--- src/rtl/alu_pkg.sv ---
`default_nettype none
// ============================================================================
//  Module   : alu_pkg
//  Brief    : Shared ALU operation codes, ALUOp encoding and funct7 constant.
//             Used by the decode stage and by the ALU itself.
//  Revision : 1.0  initial release
// ============================================================================
package alu_pkg;

  // 4-bit operation codes understood by the ALU. NOR is reserved: the
  // decode stage never produces it.
  typedef enum logic [3:0] {
    OP_AND  = 4'b0000,
    OP_OR   = 4'b0001,
    OP_ADD  = 4'b0010,
    OP_XOR  = 4'b0011,
    OP_SLL  = 4'b0100,
    OP_SRL  = 4'b0101,
    OP_SUB  = 4'b0110,
    OP_SLT  = 4'b0111,
    OP_SRA  = 4'b1000,
    OP_SLTU = 4'b1001,
    OP_NOR  = 4'b1100
  } alu_op_t;

  // Main-control ALUOp field.
  typedef enum logic [1:0] {
    ALUOP_MEM    = 2'b00,
    ALUOP_BRANCH = 2'b01,
    ALUOP_RTYPE  = 2'b10,
    ALUOP_ITYPE  = 2'b11
  } aluop_t;

  // funct7 value selecting the alternate operation (SUB / SRA).
  localparam logic [6:0] FUNCT7_ALT = 7'b0100000;

endpackage
`default_nettype wire

--- src/rtl/alu_control_stage_if.sv ---
`default_nettype none
// ============================================================================
//  Module   : alu_control_stage_if
//  Brief    : Upstream op bus and downstream ALU bus of the ALU control stage,
//             both with valid/ready handshakes, plus the illegal-op counter.
//  Revision : 1.0  initial release
// ============================================================================
interface alu_control_stage_if #(
  parameter int XLEN  = 32,
  parameter int CNT_W = 16
);
  logic             in_valid;
  logic             in_ready;
  logic [1:0]       in_aluop;
  logic [2:0]       in_funct3;
  logic [6:0]       in_funct7;
  logic [XLEN-1:0]  in_rs1;
  logic [XLEN-1:0]  in_rs2;
  logic [XLEN-1:0]  in_imm;
  logic             in_alusrc;
  logic             out_valid;
  logic             out_ready;
  logic [3:0]       out_operation;
  logic [XLEN-1:0]  out_a;
  logic [XLEN-1:0]  out_b;
  logic             out_illegal;
  logic [CNT_W-1:0] illegal_count;

  // Environment side: issues ops and accepts ALU transfers.
  modport master (
    output in_valid, in_aluop, in_funct3, in_funct7, in_rs1, in_rs2, in_imm,
           in_alusrc, out_ready,
    input  in_ready, out_valid, out_operation, out_a, out_b, out_illegal,
           illegal_count
  );

  // Stage side.
  modport slave (
    input  in_valid, in_aluop, in_funct3, in_funct7, in_rs1, in_rs2, in_imm,
           in_alusrc, out_ready,
    output in_ready, out_valid, out_operation, out_a, out_b, out_illegal,
           illegal_count
  );
endinterface
`default_nettype wire

--- src/rtl/alu_decode.sv ---
`default_nettype none
// ============================================================================
//  Module   : alu_decode
//  Brief    : Combinational ALUOp/funct3/funct7 to ALU operation decode with
//             illegal-encoding detection. Illegal ops decode to ADD.
//  Revision : 1.0  initial release
// ============================================================================
module alu_decode
  import alu_pkg::*;
(
  input  logic [1:0] i_aluop,
  input  logic [2:0] i_funct3,
  input  logic [6:0] i_funct7,
  output alu_op_t    o_operation,
  output logic       o_illegal
);

  logic w_rtype;
  logic w_f7_base;
  logic w_f7_alt;

  assign w_rtype   = (aluop_t'(i_aluop) == ALUOP_RTYPE);
  assign w_f7_base = (i_funct7 == 7'b0000000);
  assign w_f7_alt  = (i_funct7 == FUNCT7_ALT);

  // Legality of funct-driven encodings; load/store and branch are always legal.
  always_comb begin
    o_illegal = 1'b0;
    if (i_aluop[1]) begin
      if (w_rtype) begin
        o_illegal = !(w_f7_base ||
                      (w_f7_alt && (i_funct3 == 3'b000 || i_funct3 == 3'b101)));
      end else if (i_funct3 == 3'b001) begin
        o_illegal = !w_f7_base;
      end else if (i_funct3 == 3'b101) begin
        o_illegal = !(w_f7_base || w_f7_alt);
      end
    end
  end

  // Operation select; an illegal encoding passes through as ADD.
  always_comb begin
    o_operation = OP_ADD;
    case (aluop_t'(i_aluop))
      ALUOP_MEM:    o_operation = OP_ADD;
      ALUOP_BRANCH: o_operation = OP_SUB;
      default: begin
        case (i_funct3)
          3'b000:  o_operation = (w_rtype && w_f7_alt) ? OP_SUB : OP_ADD;
          3'b001:  o_operation = OP_SLL;
          3'b010:  o_operation = OP_SLT;
          3'b011:  o_operation = OP_SLTU;
          3'b100:  o_operation = OP_XOR;
          3'b101:  o_operation = w_f7_alt ? OP_SRA : OP_SRL;
          3'b110:  o_operation = OP_OR;
          default: o_operation = OP_AND;
        endcase
        if (o_illegal) begin
          o_operation = OP_ADD;
        end
      end
    endcase
  end

endmodule
`default_nettype wire

--- src/rtl/alu_control_stage.sv ---
`default_nettype none
// ============================================================================
//  Module   : alu_control_stage
//  Brief    : Registered decode stage ahead of the ALU. Decodes the operation,
//             selects operand B, and hands {op, A, B} downstream through a
//             2-entry (main + skid) buffer. Counts accepted illegal ops.
//  Revision : 1.0  initial release
// ============================================================================
module alu_control_stage
  import alu_pkg::*;
#(
  parameter int XLEN  = 32,
  parameter int CNT_W = 16
) (
  input  logic               clk,
  input  logic               reset,
  alu_control_stage_if.slave bus
);

  // Buffer occupancy states.
  localparam logic [1:0] c_st_empty = 2'd0;
  localparam logic [1:0] c_st_one   = 2'd1;
  localparam logic [1:0] c_st_full  = 2'd2;

  logic [1:0]       r_state;
  logic [1:0]       w_state_nxt;
  logic             w_in_ready;
  logic             w_out_valid;
  logic             w_accept;
  logic             w_xfer;

  alu_op_t          w_dec_op;
  logic             w_dec_ill;
  logic [XLEN-1:0]  w_in_b;

  alu_op_t          r_main_op;
  logic             r_main_ill;
  logic [XLEN-1:0]  r_main_a;
  logic [XLEN-1:0]  r_main_b;
  alu_op_t          r_skid_op;
  logic             r_skid_ill;
  logic [XLEN-1:0]  r_skid_a;
  logic [XLEN-1:0]  r_skid_b;
  logic [CNT_W-1:0] r_cnt;

  alu_decode u_decode (
    .i_aluop     (bus.in_aluop),
    .i_funct3    (bus.in_funct3),
    .i_funct7    (bus.in_funct7),
    .o_operation (w_dec_op),
    .o_illegal   (w_dec_ill)
  );

  assign w_in_b   = bus.in_alusrc ? bus.in_imm : bus.in_rs2;
  assign w_accept = bus.in_valid & w_in_ready;
  assign w_xfer   = w_out_valid & bus.out_ready;

  // Occupancy state register.
  always_ff @(posedge clk) begin
    if (reset) r_state <= c_st_empty;
    else       r_state <= w_state_nxt;
  end

  // Occupancy transitions driven by accept/transfer.
  always_comb begin
    w_state_nxt = r_state;
    case (r_state)
      c_st_empty: if (w_accept) w_state_nxt = c_st_one;
      c_st_one: begin
        if (w_accept && !w_xfer)      w_state_nxt = c_st_full;
        else if (w_xfer && !w_accept) w_state_nxt = c_st_empty;
      end
      c_st_full:  if (w_xfer) w_state_nxt = c_st_one;
      default:    w_state_nxt = c_st_empty;
    endcase
  end

  // Handshake outputs from occupancy only; reset forces the idle handshake.
  always_comb begin
    w_in_ready  = (r_state != c_st_full) | reset;
    w_out_valid = (r_state != c_st_empty) & ~reset;
  end

  // Main register: loads a new op, reloads on simultaneous accept/transfer,
  // or takes the skid entry when the full buffer drains by one.
  always_ff @(posedge clk) begin
    if (reset) begin
      r_main_op  <= OP_ADD;
      r_main_ill <= 1'b0;
      r_main_a   <= '0;
      r_main_b   <= '0;
    end else if (((r_state == c_st_empty) && w_accept) ||
                 ((r_state == c_st_one) && w_accept && w_xfer)) begin
      r_main_op  <= w_dec_op;
      r_main_ill <= w_dec_ill;
      r_main_a   <= bus.in_rs1;
      r_main_b   <= w_in_b;
    end else if ((r_state == c_st_full) && w_xfer) begin
      r_main_op  <= r_skid_op;
      r_main_ill <= r_skid_ill;
      r_main_a   <= r_skid_a;
      r_main_b   <= r_skid_b;
    end
  end

  // Skid register: catches the op accepted while the main entry is stalled.
  always_ff @(posedge clk) begin
    if (reset) begin
      r_skid_op  <= OP_ADD;
      r_skid_ill <= 1'b0;
      r_skid_a   <= '0;
      r_skid_b   <= '0;
    end else if ((r_state == c_st_one) && w_accept && !w_xfer) begin
      r_skid_op  <= w_dec_op;
      r_skid_ill <= w_dec_ill;
      r_skid_a   <= bus.in_rs1;
      r_skid_b   <= w_in_b;
    end
  end

  // Saturating count of accepted illegal ops.
  always_ff @(posedge clk) begin
    if (reset) begin
      r_cnt <= '0;
    end else if (w_accept && w_dec_ill && (r_cnt != {CNT_W{1'b1}})) begin
      r_cnt <= r_cnt + 1'b1;
    end
  end

  assign bus.in_ready      = w_in_ready;
  assign bus.out_valid     = w_out_valid;
  assign bus.out_operation = r_main_op;
  assign bus.out_a         = r_main_a;
  assign bus.out_b         = r_main_b;
  assign bus.out_illegal   = r_main_ill;
  assign bus.illegal_count = r_cnt;

endmodule
`default_nettype wire

--- src/flat_wrapper.sv ---
// flat-port wrapper written by rule: the top's interface ports become plain ports
module alu_control_stage_flat import alu_pkg::*;
#(
  parameter int XLEN  = 32,
  parameter int CNT_W = 16
)
  (clk, reset, bus_in_valid, bus_in_aluop, bus_in_funct3, bus_in_funct7, bus_in_rs1, bus_in_rs2, bus_in_imm, bus_in_alusrc, bus_out_ready, bus_in_ready, bus_out_valid, bus_out_operation, bus_out_a, bus_out_b, bus_out_illegal, bus_illegal_count);
  alu_control_stage_if #(.XLEN(XLEN), .CNT_W(CNT_W)) bus_i ();
  input  logic clk;
  input  logic reset;
  input wire logic [$bits(bus_i.in_valid)-1:0] bus_in_valid;
  input wire logic [$bits(bus_i.in_aluop)-1:0] bus_in_aluop;
  input wire logic [$bits(bus_i.in_funct3)-1:0] bus_in_funct3;
  input wire logic [$bits(bus_i.in_funct7)-1:0] bus_in_funct7;
  input wire logic [$bits(bus_i.in_rs1)-1:0] bus_in_rs1;
  input wire logic [$bits(bus_i.in_rs2)-1:0] bus_in_rs2;
  input wire logic [$bits(bus_i.in_imm)-1:0] bus_in_imm;
  input wire logic [$bits(bus_i.in_alusrc)-1:0] bus_in_alusrc;
  input wire logic [$bits(bus_i.out_ready)-1:0] bus_out_ready;
  output wire logic [$bits(bus_i.in_ready)-1:0] bus_in_ready;
  output wire logic [$bits(bus_i.out_valid)-1:0] bus_out_valid;
  output wire logic [$bits(bus_i.out_operation)-1:0] bus_out_operation;
  output wire logic [$bits(bus_i.out_a)-1:0] bus_out_a;
  output wire logic [$bits(bus_i.out_b)-1:0] bus_out_b;
  output wire logic [$bits(bus_i.out_illegal)-1:0] bus_out_illegal;
  output wire logic [$bits(bus_i.illegal_count)-1:0] bus_illegal_count;
  assign bus_i.in_valid = bus_in_valid;
  assign bus_i.in_aluop = bus_in_aluop;
  assign bus_i.in_funct3 = bus_in_funct3;
  assign bus_i.in_funct7 = bus_in_funct7;
  assign bus_i.in_rs1 = bus_in_rs1;
  assign bus_i.in_rs2 = bus_in_rs2;
  assign bus_i.in_imm = bus_in_imm;
  assign bus_i.in_alusrc = bus_in_alusrc;
  assign bus_i.out_ready = bus_out_ready;
  assign bus_in_ready = bus_i.in_ready;
  assign bus_out_valid = bus_i.out_valid;
  assign bus_out_operation = bus_i.out_operation;
  assign bus_out_a = bus_i.out_a;
  assign bus_out_b = bus_i.out_b;
  assign bus_out_illegal = bus_i.out_illegal;
  assign bus_illegal_count = bus_i.illegal_count;
  alu_control_stage #(.XLEN(XLEN), .CNT_W(CNT_W)) u_core (.clk(clk), .reset(reset), .bus(bus_i));
endmodule
--- config.mk ---
export PLATFORM = sky130hd
export DESIGN_NAME = alu_control_stage_flat
export DESIGN_NICKNAME = d
export VERILOG_FILES = /design/src/rtl/alu_pkg.sv /design/src/rtl/alu_control_stage_if.sv /design/src/rtl/alu_decode.sv /design/src/rtl/alu_control_stage.sv /design/src/flat_wrapper.sv
export SDC_FILE = /design/constraint.sdc
export NUM_CORES = 1
export LEC_CHECK = 0
export BUFFER_PORTS_ARGS = -buffer_cell sky130_fd_sc_hd__buf_4
export CAP_MARGIN = 20
export CORE_ASPECT_RATIO = 0.5
export CORE_UTILIZATION = 30
export CTS_BUF_LIST = sky130_fd_sc_hd__clkbuf_8
export CTS_CLUSTER_SIZE = 10
export DETAILED_ROUTE_END_ITERATION = 8
export PLACE_DENSITY_LB_ADDON = 0.05
export SYNTH_ARGS = -nofsm -noshare
export SYNTH_HDL_FRONTEND = slang
export SYNTH_SLANG_ARGS = --single-unit
--- constraint.sdc ---
create_clock -name clk -period 2.35 [get_ports clk]
set_clock_uncertainty 0.05 [all_clocks]
set_input_delay 0.3525 -clock clk [delete_from_list [all_inputs] [get_ports clk]]
set_output_delay 0.3525 -clock clk [all_outputs]
set_load 0.005 [all_outputs]
Yosys cells after proc, flatten, opt, wreduce, memory -nomap -nowiden
Cells that the tools add are included.
{"block": "totals", "output_inout_bits": 87, "ff_bits": 156}
{"block": "classes", "muxes": 23, "n_reduce_logical": 27, "n_bitwise": 5, "n_eq_ne": 16, "n_addsub": 1}
{"cell": "$mux 32", "count": 5}
{"cell": "$pmux 4 s7", "count": 1}
{"cell": "$add 16x1->16 const B", "count": 1}
{"cell": "$mux 4", "count": 4}
{"cell": "$ne 16x16->1 const B", "count": 1}
{"cell": "$logic_and 1x1->1", "count": 11}
{"cell": "$eq 3x3->1 const B", "count": 3}
{"cell": "$mux 2", "count": 4}
{"cell": "$pmux 4 s2", "count": 1}
{"cell": "$eq 7x6->1 const B", "count": 1}
{"cell": "$logic_not 7->1", "count": 1}
{"cell": "$eq 3x2->1 const B", "count": 2}
{"cell": "$mux 1", "count": 6}
{"cell": "$pmux 2 s3", "count": 1}
{"cell": "$logic_not 1->1", "count": 5}
{"cell": "$eq 2x1->1 const B", "count": 2}
{"cell": "$eq 2x2->1 const B", "count": 2}
{"cell": "$logic_not 2->1", "count": 2}
{"cell": "$logic_or 1x1->1", "count": 4}
{"cell": "$ne 2x1->1 const B", "count": 2}
{"cell": "$reduce_bool 2->1", "count": 2}
{"cell": "$and 1x1->1", "count": 3}
{"cell": "$eq 3x1->1 const B", "count": 1}
{"cell": "$logic_not 3->1", "count": 1}
{"cell": "6 further kinds", "count": 6}

Depth between registers and ports, before layout
Gate-level depths: netlist of run 1.
{"block": "depth", "depth_word": 10, "ltp_mapped": 9, "depth_no_buf": 6}

By module
A second synthesis of run 1 with hierarchy kept.
{"block": "unflattened", "hier_cells": 761, "area_unflattened_um2": 6922.9}
{"mod": "alu_control_stage", "area_per_inst_um2": 6716.4, "cells_each": 735, "instances": 1}
{"mod": "alu_decode", "area_per_inst_um2": 206.4, "cells_each": 26, "instances": 1}

Worst setup path before layout of run 1
No wires, ideal clock.
{"block": "synth_timing", "path_kind": "input to register", "start": "input reset", "end": "register u_core.r_main_b[29], in the netlist u_core.bus.out_b[29]", "arrival_ns": 1.659, "setup_ns": 0.142, "cell_stages": 8, "path_slack_ns": 0.499, "required_time_ns": 2.158, "cell_sequence": "buf_6 -> or3b_4 -> nor2_4 -> buf_6 -> buf_12 -> and2b_1 -> a221oi_1 -> a311oi_1"}
{"block": "synth_between", "elab_chain_cells": 6}
{"item": "from (decl)", "line_no": "flat_wrapper.sv:10", "text": "input logic reset;"}
{"item": "$or 1x1->1 (*)", "line_no": "alu_control_stage.sv:80", "text": "w_in_ready = (r_state != c_st_full) | reset;"}
{"item": "net bus_in_ready", "line_no": "flat_wrapper.sv:20", "text": "output wire logic [$bits(bus_i.in_ready)-1:0] bus_in_ready;"}
{"item": "$and 1x1->1 (*)", "line_no": "alu_control_stage.sv:55", "text": "assign w_accept = bus.in_valid & w_in_ready;"}
{"item": "$logic_and 1x1->1 (2 in a row)", "line_no": "alu_control_stage.sv:93", "text": "((r_state == c_st_one) && w_accept && w_xfer)) begin"}
{"item": "$logic_or 1x1->1 (*)", "line_no": "alu_control_stage.sv:92", "text": "end else if (((r_state == c_st_empty) && w_accept) ||"}
{"item": "$mux 32 / $reduce_bool 2->1 (equally long branches)"}
{"item": "to (signal assigned)", "line_no": "alu_control_stage.sv:97", "text": "r_main_b <= w_in_b;"}
{"item": "to (signal assigned)", "line_no": "alu_control_stage.sv:102", "text": "r_main_b <= r_skid_b;"}
{"item": "to (decl)", "line_no": "alu_control_stage.sv:39", "text": "logic [XLEN-1:0] r_main_b;"}
Mark *: on every way through the listed nets, which the timed path passes. The rest lies on a longest branch.
A chain may end at the register's enable or synchronous reset.

Final worst setup path of run 1
{"block": "layout_timing", "start": "register u_core.r_state[1]", "end": "register u_core.r_main_a[22], in the netlist u_core.bus.out_a[22]"}
{"block": "layout_between", "elab_chain_cells": 7}
{"item": "from (decl)", "line_no": "alu_control_stage.sv:25", "text": "logic [1:0] r_state;"}
{"item": "from (signal assigned)", "line_no": "alu_control_stage.sv:60", "text": "if (reset) r_state <= c_st_empty;"}
{"item": "from (signal assigned)", "line_no": "alu_control_stage.sv:61", "text": "else r_state <= w_state_nxt;"}
{"item": "$ne 2x2->1", "line_no": "alu_control_stage.sv:80"}
{"item": "$or 1x1->1", "line_no": "alu_control_stage.sv:80"}
{"item": "$and 1x1->1", "line_no": "alu_control_stage.sv:55"}
{"item": "$logic_and 1x1->1 (2 in a row)", "line_no": "alu_control_stage.sv:93"}
{"item": "$logic_or 1x1->1", "line_no": "alu_control_stage.sv:92"}
{"item": "$mux 32 / $reduce_bool 2->1 (equally long branches)"}
{"item": "to (signal assigned)", "line_no": "alu_control_stage.sv:96", "text": "r_main_a <= bus.in_rs1;"}
{"item": "to (signal assigned)", "line_no": "alu_control_stage.sv:101", "text": "r_main_a <= r_skid_a;"}
{"item": "to (decl)", "line_no": "alu_control_stage.sv:38", "text": "logic [XLEN-1:0] r_main_a;"}
Several ways; a longest one is shown, not always the timed one.

==> results of run 1 <==
## report_power, final
part | switching (mW) | total (mW) | internal, mW
clock network | 1.02 | 2.04 | 1.02
registers | 0.0882 | 2.89 | 2.81
logic | 0.471 | 0.971 | 0.500
## per-stage QoR
step	power [mW]	worst slack, ns	hold slack, ns	instance area [um2]	instances
2_1_floorplan	3.45	0.499	0.379	7000	763
3_3_place_gp	3.93	0.295	0.391	8780	1220
3_5_place_dp	3.94	0.267	0.397	8780	1220
4_1_cts	6.01	0.342	0.00501	9170	1251
5_1_grt	6.24	0.228	0.0178	9170	1251
6_report	5.90	0.338	0.0464	9170	1251
## flip-flops by register name, indices dropped and copies added, names as in the netlist
name / count
u_core.bus.illegal_count: 16
u_core.bus.out_a: 32
u_core.bus.out_b: 32
u_core.bus.out_illegal: 1
u_core.bus.out_operation: 4
u_core.r_skid_a: 32
u_core.r_skid_b: 32
u_core.r_skid_ill: 1
u_core.r_skid_op: 4
u_core.r_state: 2
## worst min-delay path by stage
stage,from,endpoint,slack [ns],depth (start not counted)
global route,bus_out_ready,u_core.r_state[1],0.02,2
global placement,u_core.r_skid_a[9],u_core.r_skid_a[9],0.39,2
CTS,bus_out_ready,u_core.r_state[1],0.005,2
finish,bus_out_ready,u_core.r_state[1],0.05,2
floorplan,bus_out_ready,u_core.r_state[1],0.38,1
detailed placement,u_core.r_skid_a[10],u_core.r_skid_a[10],0.40,2
## layer usage
metal	up-vias	share of wire	GRT usage
met1	2891	0.48	0.207
li1	3118	-	-
met5	-	0	0
met4	0	0.0068	0.0450
met3	11	0.045	0.0433
met2	120	0.47	0.254
## cell usage in the layout, fill, tap and decap left out, types with 2 or more instances in the layout
cell type and instances:
sky130_fd_sc_hd__nor3_1 7, sky130_fd_sc_hd__bufinv_16 2, sky130_fd_sc_hd__a211oi_1 65, sky130_fd_sc_hd__nand3_1 8, sky130_fd_sc_hd__a21boi_0 2, sky130_fd_sc_hd__and2_1 3
sky130_fd_sc_hd__clkinvlp_4 3, sky130_fd_sc_hd__nor3_2 7, sky130_fd_sc_hd__a221oi_1 32, sky130_fd_sc_hd__nand4_1 3, sky130_fd_sc_hd__nor2_1 87, sky130_fd_sc_hd__and3_1 7
sky130_fd_sc_hd__mux2i_1 70, sky130_fd_sc_hd__a21oi_1 41, sky130_fd_sc_hd__o21ai_0 6, sky130_fd_sc_hd__o22ai_1 3, sky130_fd_sc_hd__and2b_1 3, sky130_fd_sc_hd__buf_12 10
sky130_fd_sc_hd__dfxtp_1 156, sky130_fd_sc_hd__and4_1 3, sky130_fd_sc_hd__xnor2_1 13, sky130_fd_sc_hd__clkinv_2 5, sky130_fd_sc_hd__a311oi_1 32, sky130_fd_sc_hd__nor3b_1 2
sky130_fd_sc_hd__inv_1 8, sky130_fd_sc_hd__clkbuf_8 20, sky130_fd_sc_hd__buf_4 213, sky130_fd_sc_hd__nor2b_1 29, sky130_fd_sc_hd__nand2_1 80
## critical path: stages (launching register included)
cell and delay (ns):
sky130_fd_sc_hd__dfxtp_1 0.42, sky130_fd_sc_hd__or3b_4 0.44, sky130_fd_sc_hd__nor2_4 0.16, sky130_fd_sc_hd__buf_12 0.24, sky130_fd_sc_hd__buf_12 0.21, sky130_fd_sc_hd__mux2i_1 0.20
sky130_fd_sc_hd__a211oi_1 0.09
## kinds of logic (layout without fill, tap and decap cells)
| logic type | count (synthesis) | after routing | share of synthesized area |
|---|---|---|---|
| AND/OR/NAND/NOR | 247 | 247 | 0.166 |
| AO/OA/AOI/OAI | 194 | 194 | 0.204 |
| flip-flops | 156 | 156 | 0.446 |
| buffers and inverters | 81 | 262 | 0.0638 |
| multiplexers | 71 | 71 | 0.102 |
| XOR/XNOR | 13 | 13 | 0.0163 |
| adder cells (fa/ha/maj) | 1 | 1 | 0.00179 |
## cell type report
class / instances / area [um2]
clock buffers: 20 / 275
clock inverters: 11 / 116
fillers: 2331 / 13700
inverters: 8 / 30.0
multi-input cells: 526 / 3450
flip-flops and latches: 156 / 3120
well taps: 307 / 384
repair buffers: 223 / 1800
==> metrics.cfg, run 1 <==
[hold_path]
min-delay-path-class=in2reg

[cts]
ctsHoldBuffers=0
cts_setup_buffers=0
cts_inserted_buffers=17
worst_setup_hold_path_clk_slew_ns=0.08
clock_network_latency_to_the_later_pin_of_the_worst_skew_pair_ns=0.47
cts_tree=yes
cts.repair.resized=0
cts-htree-levels=4
cts_buffer_depth=2
cts_num_sinks=156
clk_root_buffer_cell=sky130_fd_sc_hd__clkbuf_8

[route]
avgRoutedWirePerCell_um=15.3
detail-route-antenna-nets=0
drt-pass1-iter-count=4
route.final.wire_length_mm=19.2
drt_drc_violations_left=0
vias=6140
first_iter_violations=382
via_per_inst=4.91

[synth]
asyncSetResetFlopFracSynth=0
netlist_area_mm2=0.00700
dominantRegCellSynth=sky130_fd_sc_hd__dfxtp_1
synth_top_cell_by_area=sky130_fd_sc_hd__dfxtp_1
ys_ff_latch=156
synth_most_common_cell=sky130_fd_sc_hd__dfxtp_1
synth_top_cells_by_count=156 x sky130_fd_sc_hd__dfxtp_1, 87 x sky130_fd_sc_hd__nor2_1, 81 x sky130_fd_sc_hd__nand2_1
yosys_warnings=0
synth.yosys.seq_area_share=0.446
number_of_instances_in_the_synthesized_netlist=763
synthesis.area_per_instance_um2=9.17
leading_post_synthesis_cells_by_cell_area=sky130_fd_sc_hd__dfxtp_1 45%, sky130_fd_sc_hd__mux2i_1 10%, sky130_fd_sc_hd__a211oi_1 7.0%
synth-edff-count=0
synthDominantCellAreaShare=0.446
yosys_cell_types=49
postSynthNetCount=877

[power]
vdd_ir_drop_max_v=0.000300
p_per_area_mw_per_mm2=643
leakage_nw=3.58

[setup_path]
r2r_start=u_core.r_state[1]
worst-r2r-setup-slack_ns=0.34
timing.critical_path.fanout_max=31
timing.critical_path.from=u_core.r_state[1]
kind_of_start_point_of_the_critical_path=register
crit_path_end_kind=register
reg2reg_to=u_core.bus.out_a[22]
reg2regPathDepth=6
crit_required_ns=2.61
startpoint_to_endpoint_class_of_the_critical_path=reg2reg
worst_setup_path_endpoint=u_core.bus.out_a[22]
arrival_ns=2.27

[place]
place.gp.congestion=0.737
post-dp-hpwl_mm=12.7
io_buffers=199

[global_routing]
grt_pass1_wl_mm=29.4
grt_pass1_vias=5539
grt_use_total=0.158
grt_start_max_net_pins=137
antenna_found_initial=0
global_route.overflow_total=0

[die]
rows=39
chipWidth_um=218
coreArea_mm2=0.0228
chipHeight_um=110
floorplan.initialDensity=0.306
io_pins=200
design.die.area_mm2=0.0240

[sta]
report.final.slew_viol_count=0
fin_crit_sh=0.856
setup-tns-final_ns=0
hold_viol=0
timing.fmax_mhz=497
timing_worst_slew_pin_value_ns=0.716
rsz0062_at_grt=no
finalWorstPathRequiredPeriod_ns=2.01
max_slew_margin=0.523
setup_viol=0

[layout]
final_net_count=1046
area.growth.synth_to_final_pct=31.1
proportion_of_layout_cells_with_a_drive_suffix_above_1=0.287
antenna-diode-count=0
final_core_utilization=0.402

[run]
total_of_max_cap_violations=0

[run_status]
status=complete, no violations

Note: power is estimated with default switching activity, not from simulation.
==> run 2, diff against run 1 <==
--- a/config.mk
+++ b/config.mk
@@ -7,7 +7,10 @@
 export LEC_CHECK = 0
 export BUFFER_PORTS_ARGS = -buffer_cell sky130_fd_sc_hd__buf_4
 export CAP_MARGIN = 20
+export CELL_PAD_IN_SITES_DETAIL_PLACEMENT = 0
+export CELL_PAD_IN_SITES_GLOBAL_PLACEMENT = 2
 export CORE_ASPECT_RATIO = 0.5
+export CORE_MARGIN = 1.5
 export CORE_UTILIZATION = 30
 export CTS_BUF_LIST = sky130_fd_sc_hd__clkbuf_8
 export CTS_CLUSTER_SIZE = 10
==> constraint.sdc (replaced) <==
create_clock -name clk -period 2 [get_ports clk]
set_clock_uncertainty 0.05 [all_clocks]
set_input_delay 0.3 -clock clk [delete_from_list [all_inputs] [get_ports clk]]
set_output_delay 0.3 -clock clk [all_outputs]
set_load 0.005 [all_outputs]
==> metrics.cfg, run 2 (same netlist as run 1, synthesis figures left out) <==
[place]
place.gp.congestion=0.755
io_buffers=199
post-dp-hpwl_mm=13.4

[layout]
sequential_cell_area_in_the_final_layout_mm2=0.00312
antenna-diode-count=0
area.growth.synth_to_final_pct=38.2
num-fill-cells=2340
final_common_cell=sky130_fd_sc_hd__buf_4
proportion_of_layout_cells_with_a_drive_suffix_above_1=0.292
layout.cells.most_common_list=229 x sky130_fd_sc_hd__buf_4, 156 x sky130_fd_sc_hd__dfxtp_1, 87 x sky130_fd_sc_hd__nor2_1, 80 x sky130_fd_sc_hd__nand2_1, 70 x sky130_fd_sc_hd__mux2i_1
multi_input_area_mm2=0.00345
final_net_count=1093

[global_routing]
grt_pass1_vias=6180
grt_use_total=0.170
grt_pass1_wl_mm=32.7
antenna_found_initial=0
grt_start_max_net_pins=68
global_route.overflow_total=0

[cts]
cts_tree=yes
cts.repair.resized=0
clk_root_buffer_cell=sky130_fd_sc_hd__clkbuf_8
cts_num_sinks=156
worst_setup_hold_path_clk_slew_ns=0.09
cts_inserted_buffers=17
cts_setup_buffers=0
clock_network_latency_to_the_later_pin_of_the_worst_skew_pair_ns=0.47
cts-htree-levels=4
cts_buffer_depth=2

[die]
chipHeight_um=111
rows=39
io_pins=200
chipWidth_um=219
floorplan.initialDensity=0.306
design.die.area_mm2=0.0243
coreArea_mm2=0.0228

[route]
drt_drc_violations_left=0
avgRoutedWirePerCell_um=15.5
route.final.wire_length_mm=20.1
vias=6364
detail-route-antenna-nets=0
first_iter_violations=334
via_per_inst=4.90
drt-pass1-iter-count=4

[setup_path]
worst_setup_path_endpoint=u_core.bus.illegal_count[15]
reg2reg_to=u_core.bus.illegal_count[15]
startpoint_to_endpoint_class_of_the_critical_path=reg2reg
kind_of_start_point_of_the_critical_path=register
arrival_ns=2.12
crit_path_cell_trace=ha_1, and3_1, a41o_1, buf_4, nor3b_2, a31o_2, a21oi_1
reg2regPathDepth=7
slowest_delay_ns=0.32
crit_path_end_kind=register
timing.critical_path.from=u_core.bus.illegal_count[0]
r2r_start=u_core.bus.illegal_count[0]
crit_required_ns=2.26
timing.critical_path.fanout_max=3
worst-r2r-setup-slack_ns=0.14
critical_path.slowest_cell=sky130_fd_sc_hd__dfxtp_1

[sta]
setup-tns-final_ns=0
max_slew_margin=0.489
worst_hold_slack_ns=0.0440
rsz0062_at_grt=no
fin_crit_sh=0.929
hold_viol=0
timing_worst_slew_pin_value_ns=0.767
timing.fmax_mhz=538
setup_viol=0
report.final.slew_viol_count=0
finalWorstPathRequiredPeriod_ns=1.86

[run_status]
status=complete, no violations

[power]
leakage_nw=3.83
vdd_ir_drop_max_v=0.000427
p_per_area_mw_per_mm2=751

[run]
total_of_max_cap_violations=0

[hold_path]
min-delay-path-class=in2reg

-- run 2: layout make-up --
class,count,share of cell area
clock buffers,18,0.0256
well taps,307,0.0397
repair buffers,270,0.233
flip-flops and latches,156,0.323
inverters,8,0.00310
clock inverters,14,0.0200
multi-input cells,526,0.356
-- run 2: what timing repair did --
| action | 4_1_cts | 5_1_grt |
|---|---|---|
| hold endpoints to repair | 29 | 0 |
| setup endpoints to repair | 0 | 0 |
| hold buffers | 29 | 0 |
-- run 2: how the worst min path moves through the flow --
stage	end	startpoint	cells past startpoint	slack [ns]
floorplan	u_core.r_state[1]	bus_out_ready	1	0.33
CTS	u_core.r_skid_a[19]	bus_in_rs1[19]	3	0.001
detailed placement	u_core.r_skid_a[0]	u_core.r_skid_a[0]	2	0.40
global placement	u_core.r_skid_a[17]	u_core.r_skid_a[17]	2	0.39
global route	u_core.r_skid_a[19]	bus_in_rs1[19]	3	0.02
finish	u_core.r_skid_a[19]	bus_in_rs1[19]	3	0.04
-- run 2: routing by layer --
metal  vias up  GRT usage  share of wire
met5         -          0              0
met4         0     0.0466         0.0092
met2       125      0.265           0.45
li1       3215          -              -
met3        12     0.0486          0.057
met1      3012      0.229           0.48
-- run 2: through the flow --
stage / cells / util / cell area (um2) / setup slack (ns) / total power [mW]
floorplan: 763 / - / 7000 / 0.201 / 4.05
global placement: 1238 / 0.392 / 8940 / 0.107 / 4.65
detailed placement: 1238 / 0.392 / 8940 / 0.130 / 4.66
CTS: 1299 / 0.424 / 9670 / 0.132 / 7.41
global route: 1299 / 0.424 / 9670 / 0.00420 / 7.66
finish: 1299 / 0.424 / 9670 / 0.143 / 7.27
-- run 2: power breakdown --
part	internal, mW	total [mW]	leakage, nW	switching [mW]
Clock	1.40	2.65	0.219	1.25
Combinational	0.644	1.22	2.33	0.574
Sequential	3.30	3.40	1.28	0.100
Total	5.34	7.27	3.83	1.93
-- run 2: worst max-delay path, delay by kind of cell, from the launching register on --
kind,cells,cell delay (ns)
buffers and inverters,1,0.15
AO/OA/AOI/OAI,3,0.50
adder cells (fa/ha/maj),1,0.22
flip-flops,1,0.32
AND/OR/NAND/NOR,2,0.45
